## src/rtl/ccd_hclk_pattern_gen.sv

```systemverilog
// ccd_hclk_pattern_gen: CCD horizontal clock pattern generator with shadowed config, binning and line counting
module ccd_hclk_pattern_gen #(
  parameter int NUM_PHASES = 6,
  parameter int PAT_LEN = 16,
  parameter int SLOT_W = $clog2(PAT_LEN),
  parameter int PIX_W = 12,
  parameter int CFG_AW = 5
) (
  input  logic                  CLK_SYS,
  input  logic                  RST,
  input  logic                  run,
  input  logic                  cfg_we,
  input  logic [CFG_AW-1:0]     cfg_addr,
  input  logic [PAT_LEN-1:0]    cfg_wdata,
  output logic [NUM_PHASES-1:0] phase_out,
  output logic                  pixel_tick,
  output logic [SLOT_W-1:0]     slot_cnt,
  output logic [PIX_W-1:0]      pix_cnt,
  output logic                  line_done,
  output logic                  busy,
  output logic                  cfg_err
);
  typedef enum logic {IDLE, RUN} state_t;
  localparam logic [SLOT_W-1:0] LAST = SLOT_W'(PAT_LEN - 1);
  state_t state_q, state_d;
  logic [PAT_LEN-1:0] pat_q [NUM_PHASES];
  logic [PAT_LEN-1:0] sh_pat_q [NUM_PHASES];
  logic [PAT_LEN-1:0] sh_pat_d [NUM_PHASES];
  logic [NUM_PHASES-1:0] idle_q, mask_q, sh_idle_q, sh_idle_d, sh_mask_q, sh_mask_d;
  logic [3:0] b_q, sh_b_q, sh_b_d, b_eff;
  logic [PIX_W-1:0] len_q, sh_len_q, sh_len_d;
  logic first_q, first_d;
  logic [SLOT_W-1:0] slot_q, slot_d;
  logic [PIX_W-1:0] pix_q, pix_d;
  logic [3:0] bin_q, bin_d;
  logic [NUM_PHASES-1:0] phase_q, phase_d;
  logic tick_q, tick_d, done_q, done_d, err_q;
  logic last, load, gen, line_end;
  always_ff @(posedge CLK_SYS) begin
    if (RST) begin
      for (int k = 0; k < NUM_PHASES; k++) pat_q[k] <= '0;
      idle_q <= '0;
      mask_q <= '0;
      b_q <= 4'd1;
      len_q <= '0;
      err_q <= 1'b0;
    end else begin
      err_q <= 1'b0;
      if (cfg_we) begin
        for (int k = 0; k < NUM_PHASES; k++)
          if (cfg_addr == CFG_AW'(k)) pat_q[k] <= cfg_wdata;
        if (cfg_addr == CFG_AW'(NUM_PHASES)) idle_q <= NUM_PHASES'(cfg_wdata);
        if (cfg_addr == CFG_AW'(NUM_PHASES + 1)) mask_q <= NUM_PHASES'(cfg_wdata);
        if (cfg_addr == CFG_AW'(NUM_PHASES + 2)) b_q <= 4'(cfg_wdata);
        if (cfg_addr == CFG_AW'(NUM_PHASES + 3)) len_q <= PIX_W'(cfg_wdata);
        if (int'(cfg_addr) >= NUM_PHASES + 4) err_q <= 1'b1;
      end
    end
  end
  // Phase levels are computed from the next slot/bin and the next shadow so the
  // freshly loaded bank is already visible on slot 0 of the new pixel.
  always_comb begin
    last = slot_q == LAST;
    load = (state_q == IDLE) ? run : (!first_q && last);
    for (int k = 0; k < NUM_PHASES; k++) sh_pat_d[k] = load ? pat_q[k] : sh_pat_q[k];
    sh_idle_d = load ? idle_q : sh_idle_q;
    sh_mask_d = load ? mask_q : sh_mask_q;
    sh_b_d = load ? b_q : sh_b_q;
    sh_len_d = load ? len_q : sh_len_q;
    b_eff = (sh_b_d == 4'd0) ? 4'd1 : sh_b_d;
    line_end = (sh_len_q != '0) && (pix_q == sh_len_q - PIX_W'(1));
    state_d = state_q;
    first_d = 1'b0;
    slot_d = '0;
    tick_d = 1'b0;
    pix_d = '0;
    bin_d = 4'd0;
    done_d = 1'b0;
    gen = 1'b0;
    if (state_q == IDLE) begin
      state_d = run ? RUN : IDLE;
      first_d = run;
    end else if (first_q) begin
      gen = 1'b1;
      tick_d = 1'b1;
    end else if (!last) begin
      gen = 1'b1;
      slot_d = slot_q + SLOT_W'(1);
      pix_d = pix_q;
      bin_d = bin_q;
      done_d = (slot_d == LAST) && line_end;
    end else if (!run) begin
      state_d = IDLE;
    end else begin
      gen = 1'b1;
      tick_d = 1'b1;
      pix_d = line_end ? '0 : pix_q + PIX_W'(1);
      bin_d = (line_end || sh_b_d != sh_b_q || bin_q == b_eff - 4'd1) ? 4'd0 : bin_q + 4'd1;
    end
    phase_d = sh_idle_d;
    for (int k = 0; k < NUM_PHASES; k++)
      if (gen && !(sh_mask_d[k] && bin_d != b_eff - 4'd1)) phase_d[k] = sh_pat_d[k][LAST - slot_d];
  end
  always_ff @(posedge CLK_SYS) begin
    if (RST) begin
      state_q <= IDLE;
      for (int k = 0; k < NUM_PHASES; k++) sh_pat_q[k] <= '0;
      sh_idle_q <= '0;
      sh_mask_q <= '0;
      sh_b_q <= 4'd1;
      sh_len_q <= '0;
      first_q <= 1'b0;
      slot_q <= '0;
      pix_q <= '0;
      bin_q <= 4'd0;
      phase_q <= '0;
      tick_q <= 1'b0;
      done_q <= 1'b0;
    end else begin
      state_q <= state_d;
      for (int k = 0; k < NUM_PHASES; k++) sh_pat_q[k] <= sh_pat_d[k];
      sh_idle_q <= sh_idle_d;
      sh_mask_q <= sh_mask_d;
      sh_b_q <= sh_b_d;
      sh_len_q <= sh_len_d;
      first_q <= first_d;
      slot_q <= slot_d;
      pix_q <= pix_d;
      bin_q <= bin_d;
      phase_q <= phase_d;
      tick_q <= tick_d;
      done_q <= done_d;
    end
  end
  assign phase_out = phase_q;
  assign pixel_tick = tick_q;
  assign slot_cnt = slot_q;
  assign pix_cnt = pix_q;
  assign line_done = done_q;
  assign busy = state_q == RUN;
  assign cfg_err = err_q;
endmodule

```

## config.mk

```make
export PLATFORM = sky130hd
export DESIGN_NAME = ccd_hclk_pattern_gen
export DESIGN_NICKNAME = d
export VERILOG_FILES = /design/src/rtl/ccd_hclk_pattern_gen.sv
export SDC_FILE = /design/constraint.sdc
export NUM_CORES = 1
export LEC_CHECK = 0
export BUFFER_PORTS_ARGS = -buffer_cell sky130_fd_sc_hd__buf_2
export CORE_ASPECT_RATIO = 0.6
export CORE_MARGIN = 10
export CORE_UTILIZATION = 32
export CTS_CLUSTER_SIZE = 16
export DETAILED_ROUTE_END_ITERATION = 8
export PLACE_DENSITY = 0.57
export SLEW_MARGIN = 20
export SYNTH_ARGS = -nofsm -noshare
export SYNTH_HDL_FRONTEND = slang
export SYNTH_SLANG_ARGS = --single-unit
```

## constraint.sdc

```tcl
create_clock -name CLK_SYS -period 5.8 [get_ports CLK_SYS]
set_input_delay 0 -clock CLK_SYS [delete_from_list [all_inputs] [get_ports CLK_SYS]]
set_output_delay 0 -clock CLK_SYS [all_outputs]
set_load 0.01 [all_outputs]
```

==> impl_summary.log, run 1 <==
INFO  metric total_wirelength = approximately 36000 um
INFO  metric fin_crit = 4.66 ns
INFO  metric critPathArrivalTime = slightly above 5 ns
INFO  metric worst_clock_skew = 0.0164 ns
INFO  metric dr_wl_cell = between 15 and 20 um
INFO  metric synth_top_area_share = around 28%
INFO  metric fillers = between 4k and 5k
INFO  metric antenna_found_initial = 4
INFO  metric max_fanout_on_critical_path = 13
INFO  metric routabilityCongestion = 0.939
INFO  metric number_of_ports_placed_on_the_die_boundary = 51
INFO  metric proportion_of_synthesized_chip_area_in_sequential_cells = 50.4%
INFO  metric area_occupied_by_multi_input_gates = around 6100 um2
INFO  metric post-synth-top-count-cell = sky130_fd_sc_hd__nand2_1
INFO  metric ir_drop = around 190 uV
INFO  metric synthesis.nets = about 1.5k
INFO  metric timing_worst_setup_path_type = reg -> reg
INFO  metric power.static_leakage = roughly 0.0056 uW
INFO  metric synthesis.yosys.warnings = 0
INFO  metric num_rows = 57
INFO  metric drt_first_pass_iters = 5
INFO  metric setup_violations = 0
INFO  metric first_global_vias = around 9.8k
INFO  metric clock_sinks = about 280
INFO  metric synth_commonest_cells = 443 x sky130_fd_sc_hd__nand2_1, 183 x sky130_fd_sc_hd__dfxtp_1, 145 x sky130_fd_sc_hd__a21oi_1
INFO  metric worstSetupStartpointType = register
INFO  metric die-width = ~280 um
INFO  metric drive_gt1_share = 8.27%
INFO  metric overflow = 0
INFO  metric max-clock-path-buffers = 3
INFO  metric wire_length_of_the_first_global_routing_pass = 56600 um
INFO  metric worst_ep_required_time = approximately 6.2 ns
INFO  metric synthToLayoutAreaGrowth = 14.4%
INFO  metric cts-buffers-inserted = 26
INFO  metric timing.rr.start = slot_cnt[0]
INFO  metric worst_slew_pin_slew = 1.04 ns
INFO  metric dp.final_hpwl = about 23000 um
INFO  metric cts.reportedPaths.clkPinSlew = ~0.07 ns
INFO  metric maxSlewViolCount = 0
INFO  metric synth-async-reset-ratio = 0%
INFO  metric dieArea = 49300 um2
INFO  metric timing.rr.end = phase_out[2]
INFO  metric cts_tree = done
INFO  metric post-route-cell-area = approximately 15000 um2
INFO  metric h-tree-depth = 1
INFO  metric core-area = between 40000 and 50000 um2
INFO  metric grt.total_usage = between 10 and 15%
INFO  metric ff_latch_area = around 6500 um2
INFO  metric drt_iter0_drc = around 1.1k
INFO  metric rsz0062_at_grt = false
INFO  metric worst-r2r-cell-count = 13
INFO  metric synthCells = 1509
INFO  metric holdPathStages = 4
INFO  metric p_per_area = between 200 and 300 nW/um2
INFO  metric run_status = completed
INFO  metric initial_core_utilization = between 30% and 40%
INFO  metric min-delay-start = cfg_addr[2]
INFO  metric synth_largest_area_cell = sky130_fd_sc_hd__dfxtp_1
INFO  metric clock.fmax = 215 MHz
INFO  metric via_per_inst = around 5.2
INFO  metric syn_area = between 10000 and 15000 um2
INFO  metric finalHoldViolCount = 0
INFO  metric route.antenna.remaining_nets = 0
INFO  metric dieHeight = 176 um
INFO  metric ctsRootBufferMaster = sky130_fd_sc_hd__clkbuf_16
INFO  metric port-buffer-count = 50
INFO  metric syn_area_per_cell = 8.61 um2
INFO  metric drc_violations = 0
INFO  metric detailroute.via_count = around 11k
INFO  metric share_of_the_clock_period_used_by_the_worst_path = between 80% and 90%
INFO  metric totalNegativeSetupSlack = 0 ns
INFO  metric clk_latency = 0.54 ns
INFO  metric timing.slew.headroom = 30.7%
INFO  metric post_synth_main_area_contributors = sky130_fd_sc_hd__dfxtp_1 28%, sky130_fd_sc_hd__edfxtp_1 22%, sky130_fd_sc_hd__nand2_1 13%
INFO  metric synth_edf_count = 96
INFO  metric largest_net_degree_at_the_start_of_global_routing = about 160
INFO  metric synthDistinctLibCells = between 60 and 70
INFO  metric rrSetupSlack = about 1.1 ns
INFO  metric min_to = b_q[0]
INFO  metric dominantRegCellSynth = sky130_fd_sc_hd__dfxtp_1
INFO  metric setup.worst_path.end_class = register
INFO  metric hold_class = in -> reg
INFO  metric max_cap_violations = 0
INFO  metric finalNetCount = 1546
INFO  metric dpl-instance-area = around 14000 um2
INFO  metric ys_ff_latch = 279
cells by family (layout without fill, tap and decap cells):
logic type / count (synthesis) / count (layout) / synth area share [%]
fa+ha+maj: 6 / 6 / 0.578
other cells: 0 / 1 / 0
buf+inv: 117 / 143 / 3.44
xor+xnor: 26 / 26 / 1.86
simple gates: 768 / 768 / 26.9
compound gates: 263 / 263 / 12.8
flops: 279 / 279 / 50.4
mux: 50 / 50 / 4.02
routing by layer:
layer  track usage (%)  up-vias  part of all wire (%)
li1                  -     5205                     -
met1              21.4     5087                    50
met2              20.3      352                    41
met3              2.64       42                   7.1
met4              2.74        0                   1.5
met5                 0        -                     0
critical path, cell delays in order (launching register included):
cell and delay, ns:
sky130_fd_sc_hd__dfxtp_1 0.47, sky130_fd_sc_hd__ha_1 0.26, sky130_fd_sc_hd__and3_1 0.55, sky130_fd_sc_hd__a21boi_4 0.20, sky130_fd_sc_hd__a211o_1 0.34, sky130_fd_sc_hd__o31ai_1 0.23, sky130_fd_sc_hd__ha_1 0.37, sky130_fd_sc_hd__xnor3_1 0.25
sky130_fd_sc_hd__nor2_1 0.07, sky130_fd_sc_hd__and2_1 0.17, sky130_fd_sc_hd__nor3_1 0.55, sky130_fd_sc_hd__a311oi_4 0.25, sky130_fd_sc_hd__o41ai_1 0.46, sky130_fd_sc_hd__mux2_1 0.36
layout by cell type (no fill, tap or decap), drive strengths merged, types with 7 or more instances in the layout:
cell type and instances:
inv 9, nor2b 8, a311oi 37, o41ai 7, nand3 60, a21o 8, nand2 443, clkinv 9
mux2i 42, buf 66, a31oi 16, o21ai 16, nor3 10, nor2 70, clkbuf 33, edfxtp 96
xnor2 22, and2 102, dfxtp 183, a21oi 145, dlygate4sd3 20, mux2 7, nor3b 11, and3 36
state kept, by name, indices dropped and copies added (netlist names):
register	flops
sh_idle_q	6
len_q	12
slot_cnt	4
idle_q	6
mask_q	6
bin_q	4
busy	1
phase_out	6
pixel_tick	1
cfg_err	1
pat_q	96
pix_cnt	12
sh_mask_q	6
sh_len_q	12
line_done	1
first_q	1
sh_pat_q	96
sh_b_q	4
b_q	4
where the power goes:
part / switching (uW) / internal (uW) / leakage (uW)
registers: 43.0 / 2100 / 0.00241
logic: 270 / 123 / 0.00269
clock network: 759 / 1140 / 0.000465
total: 1070 / 3370 / 0.00556
per-stage QoR:
step | setup WS, ns | std cells | util (%) | hold slack (ns) | total power (uW)
final | 1.14 | 2067 | 36.9 | 0.0555 | 4440
after global routing | 0.727 | 2067 | 36.9 | 0.108 | 4600
after CTS | 1.21 | 2066 | 36.9 | 0.0101 | 4470
after detailed placement | 1.24 | 1998 | 34.0 | 0.288 | 2570
after global placement | 1.43 | 1998 | 34.0 | 0.282 | 2560
after floorplan | 0.670 | 1509 | - | 0.144 | 2430
timing repair:
item | in CTS | in global routing
endpoints found under the hold margin | 82 | 0
setup endpoints to repair | 0 | 0
gates resized for setup | 0 | 0
hold buffers | 20 | 0
buffers inserted | 0 | 0
final cells by class:
cell class                 count  area share (%)
antenna                        1          0.0168
clock buffer                  33            4.83
clock inverter                15            1.49
inverter                       9           0.227
multi-input combinational   1113            40.9
sequential                   279            44.0
tap                          531            4.47
timing repair buffer          86            4.02
how the worst max path moves through the flow:
stage	startpoint	endpoint	slack, ns	cells past startpoint
floorplan	slot_cnt[0]	phase_out[0]	0.67	18
global placement	slot_cnt[0]	phase_out[2]	1.43	13
detailed placement	slot_cnt[0]	phase_out[1]	1.24	13
CTS	slot_cnt[0]	phase_out[2]	1.21	13
global route	slot_cnt[0]	phase_out[4]	0.73	13
finish	slot_cnt[0]	phase_out[2]	1.14	13
No activity file was read; power rests on OpenSTA's default activity.
==> run 2: changes to the inputs <==
clock period = 4.8 ns   (was 5.8 ns; I/O delays follow)
==> impl_summary.log, run 2 (same netlist as run 1, synthesis figures left out) <==
INFO  metric wire_length_of_the_first_global_routing_pass = 57500 um (+1.6%)
INFO  metric post-place-cells = 2006 (+0.40%)
INFO  metric first_global_vias = 10.0k (+1.6%)
INFO  metric holdBufCountCts = 20 (unchanged)
INFO  metric share_of_the_clock_period_used_by_the_worst_path = 86.8% (+6.5 points)
INFO  metric worstSetupStartpointType = register
INFO  metric worst_slew_pin_slew = 1.11 ns (+0.0717 ns)
INFO  metric dpl-instance-area = 13800 um2 (+0.52%)
INFO  metric cts-buffers-inserted = 26 (unchanged)
INFO  metric max_fanout_on_critical_path = 9 (-4)
INFO  metric setup_violations = 0 (unchanged)
INFO  metric critPathArrivalTime = 4.59 ns (-0.48 ns)
INFO  metric setup.worst_path.end_class = register
INFO  metric totalNegativeSetupSlack = 0 ns (unchanged)
INFO  metric gr-max-usage-layer = met1
INFO  metric run_status = completed
INFO  metric largestRegisters = pat_q x96, sh_pat_q x96
INFO  metric timing.slew.headroom = 25.6% (-5.1 points)
INFO  metric h-tree-depth = 1 (unchanged)
INFO  metric antenna_found_initial = 5 (+1)
INFO  metric dieHeight = 176 um (unchanged)
INFO  metric power.static_leakage = 0.00556 uW (about the same)
INFO  metric number_of_ports_placed_on_the_die_boundary = 51 (unchanged)
INFO  metric drc_violations = 0 (unchanged)
INFO  metric overflow = 0 (unchanged)
INFO  metric clock_sinks = 279 (unchanged)
INFO  metric instances_no_fill = 2075 (+0.39%)
INFO  metric ir_drop = 291 uV (+55%)
INFO  metric groute.layer.met3.usage = 3.02% (+0.38 points)
INFO  metric drive_gt1_share = 8.81% (+0.54 points)
INFO  metric cts_tree = done
INFO  metric drt_iter0_drc = 1148 (+0.35%)
INFO  metric port-buffer-count = 50 (unchanged)
INFO  metric finalHoldViolCount = 0 (unchanged)
INFO  metric max-clock-path-buffers = 3 (unchanged)
INFO  metric routabilityCongestion = 0.892 (-5.0%)
INFO  metric dp.final_hpwl = 23200 um (+2.5%)
INFO  metric p_per_area = 350 nW/um2 (+17%)
INFO  metric dieArea = 49300 um2 (unchanged)
INFO  metric layout_commonest_cell = sky130_fd_sc_hd__nand2_1
INFO  metric post-route-cell-area = 14800 um2 (-0.13%)
INFO  metric drt_first_pass_iters = 6 (+1)
INFO  metric clk_latency = 0.55 ns (about the same)
INFO  metric commonest_cells_after_routing_fill_and_taps_aside = 442 x sky130_fd_sc_hd__nand2_1, 183 x sky130_fd_sc_hd__dfxtp_1, 145 x sky130_fd_sc_hd__a21oi_1
INFO  metric cts.reportedPaths.clkPinSlew = 0.06 ns (about the same)
INFO  metric ctsRootBufferMaster = sky130_fd_sc_hd__clkbuf_16
INFO  metric core-area = 40300 um2 (unchanged)
INFO  metric cells_resized_by_post_cts_repair = 0 (unchanged)
INFO  metric via_per_inst = 5.18 (+0.18%)
INFO  metric hold_class = in -> reg
INFO  metric grt.total_usage = 14.4% (+0.35 points)
INFO  metric rrSetupSlack = 0.63 ns (-0.51 ns)
INFO  metric route.antenna.remaining_nets = 0 (unchanged)
INFO  metric initial_core_utilization = 32.2% (unchanged)
INFO  metric postCtsSetupBuffers = 0 (unchanged)
INFO  metric maxSlewViolCount = 0 (unchanged)
INFO  metric total_wirelength = 36700 um (+2.6%)
INFO  metric fin_crit = 4.17 ns (-0.491 ns)
INFO  metric rsz0062_at_grt = false
INFO  metric met1_resource_use_gr = 21.9% (+0.51 points)
INFO  metric detailroute.via_count = 10.7k (+0.57%)
INFO  metric grt.met2_usage = 20.8% (+0.47 points)
INFO  metric synthToLayoutAreaGrowth = 14.2%
INFO  metric num_rows = 57 (unchanged)
INFO  metric max_cap_violations = 0 (unchanged)
INFO  metric dr_wl_cell = 17.7 um (+2.2%)
INFO  metric finalNetCount = 1554 (+0.52%)
INFO  metric die-width = 280 um (unchanged)
INFO  metric clock.fmax = 240 MHz (+12%)
INFO  metric timing_worst_setup_path_type = reg -> reg
INFO  metric largest_net_degree_at_the_start_of_global_routing = 164 (unchanged)
INFO  metric worst_ep_required_time = 5.23 ns (-0.99 ns)
INFO  metric worst_clock_skew = 0.00928 ns (-0.00716 ns)
==> run 2: layer usage <==
metal	vias up	wire length (um)	share of wire (%)
met5	-	13	0.035
met4	2	509	1.4
met3	46	2960	8.1
met2	356	15000	41
met1	5127	18200	50
li1	5216	-	-
==> run 2: path summary, 6_finish.rpt <==
kind / end / startpoint / cells past startpoint
worst min register to register: sh_pat_q[3][0] / sh_pat_q[3][0] / 2
worst max register to register: phase_out[2] / sh_len_q[0] / 11
worst max-delay path: phase_out[2] / sh_len_q[0] / 11
worst min-delay path: first_q / RST / 2
==> run 2: power breakdown <==
group / internal, uW / leakage, uW / switching (uW) / total (uW)
Clock: 1200 / 0.000427 / 922 / 2120
Sequential: 2540 / 0.00241 / 51.7 / 2590
Combinational: 155 / 0.00273 / 334 / 489
Total: 3890 / 0.00556 / 1310 / 5200
==> run 2: worst max-delay path, cell delays in order (launching register included) <==
cell and delay (ns):
sky130_fd_sc_hd__dfxtp_1 0.36, sky130_fd_sc_hd__or4_1 0.54, sky130_fd_sc_hd__or3_1 0.37, sky130_fd_sc_hd__a2111oi_2 0.38, sky130_fd_sc_hd__nand4_1 0.18, sky130_fd_sc_hd__nor4_1 0.64, sky130_fd_sc_hd__nor3_1 0.13, sky130_fd_sc_hd__buf_4 0.22
sky130_fd_sc_hd__a31oi_1 0.31, sky130_fd_sc_hd__a311oi_4 0.10, sky130_fd_sc_hd__o41ai_1 0.45, sky130_fd_sc_hd__mux2_1 0.36
==> run 2: area by class of cell <==
type	count	area, um2
sequential	279	6550
multi-input combinational	1113	6070
timing repair buffer	94	671
tap	531	664
clock buffer	37	753
fill	4068	25500
clock inverter	11	103
antenna	1	2.50
inverter	9	33.8
==> run 2: stage by stage <==
step / total power (uW) / setup slack, ns / hold slack [ns] / util [%]
floorplan: 2940 / 0.0717 / 0.144 / -
global placement: 3110 / 0.834 / 0.284 / 34.2
detailed placement: 3120 / 0.656 / 0.293 / 34.2
CTS: 5240 / 0.657 / 0.0608 / 36.8
global route: 5410 / 0.288 / 0.114 / 36.8
finish: 5200 / 0.634 / 0.0414 / 36.8
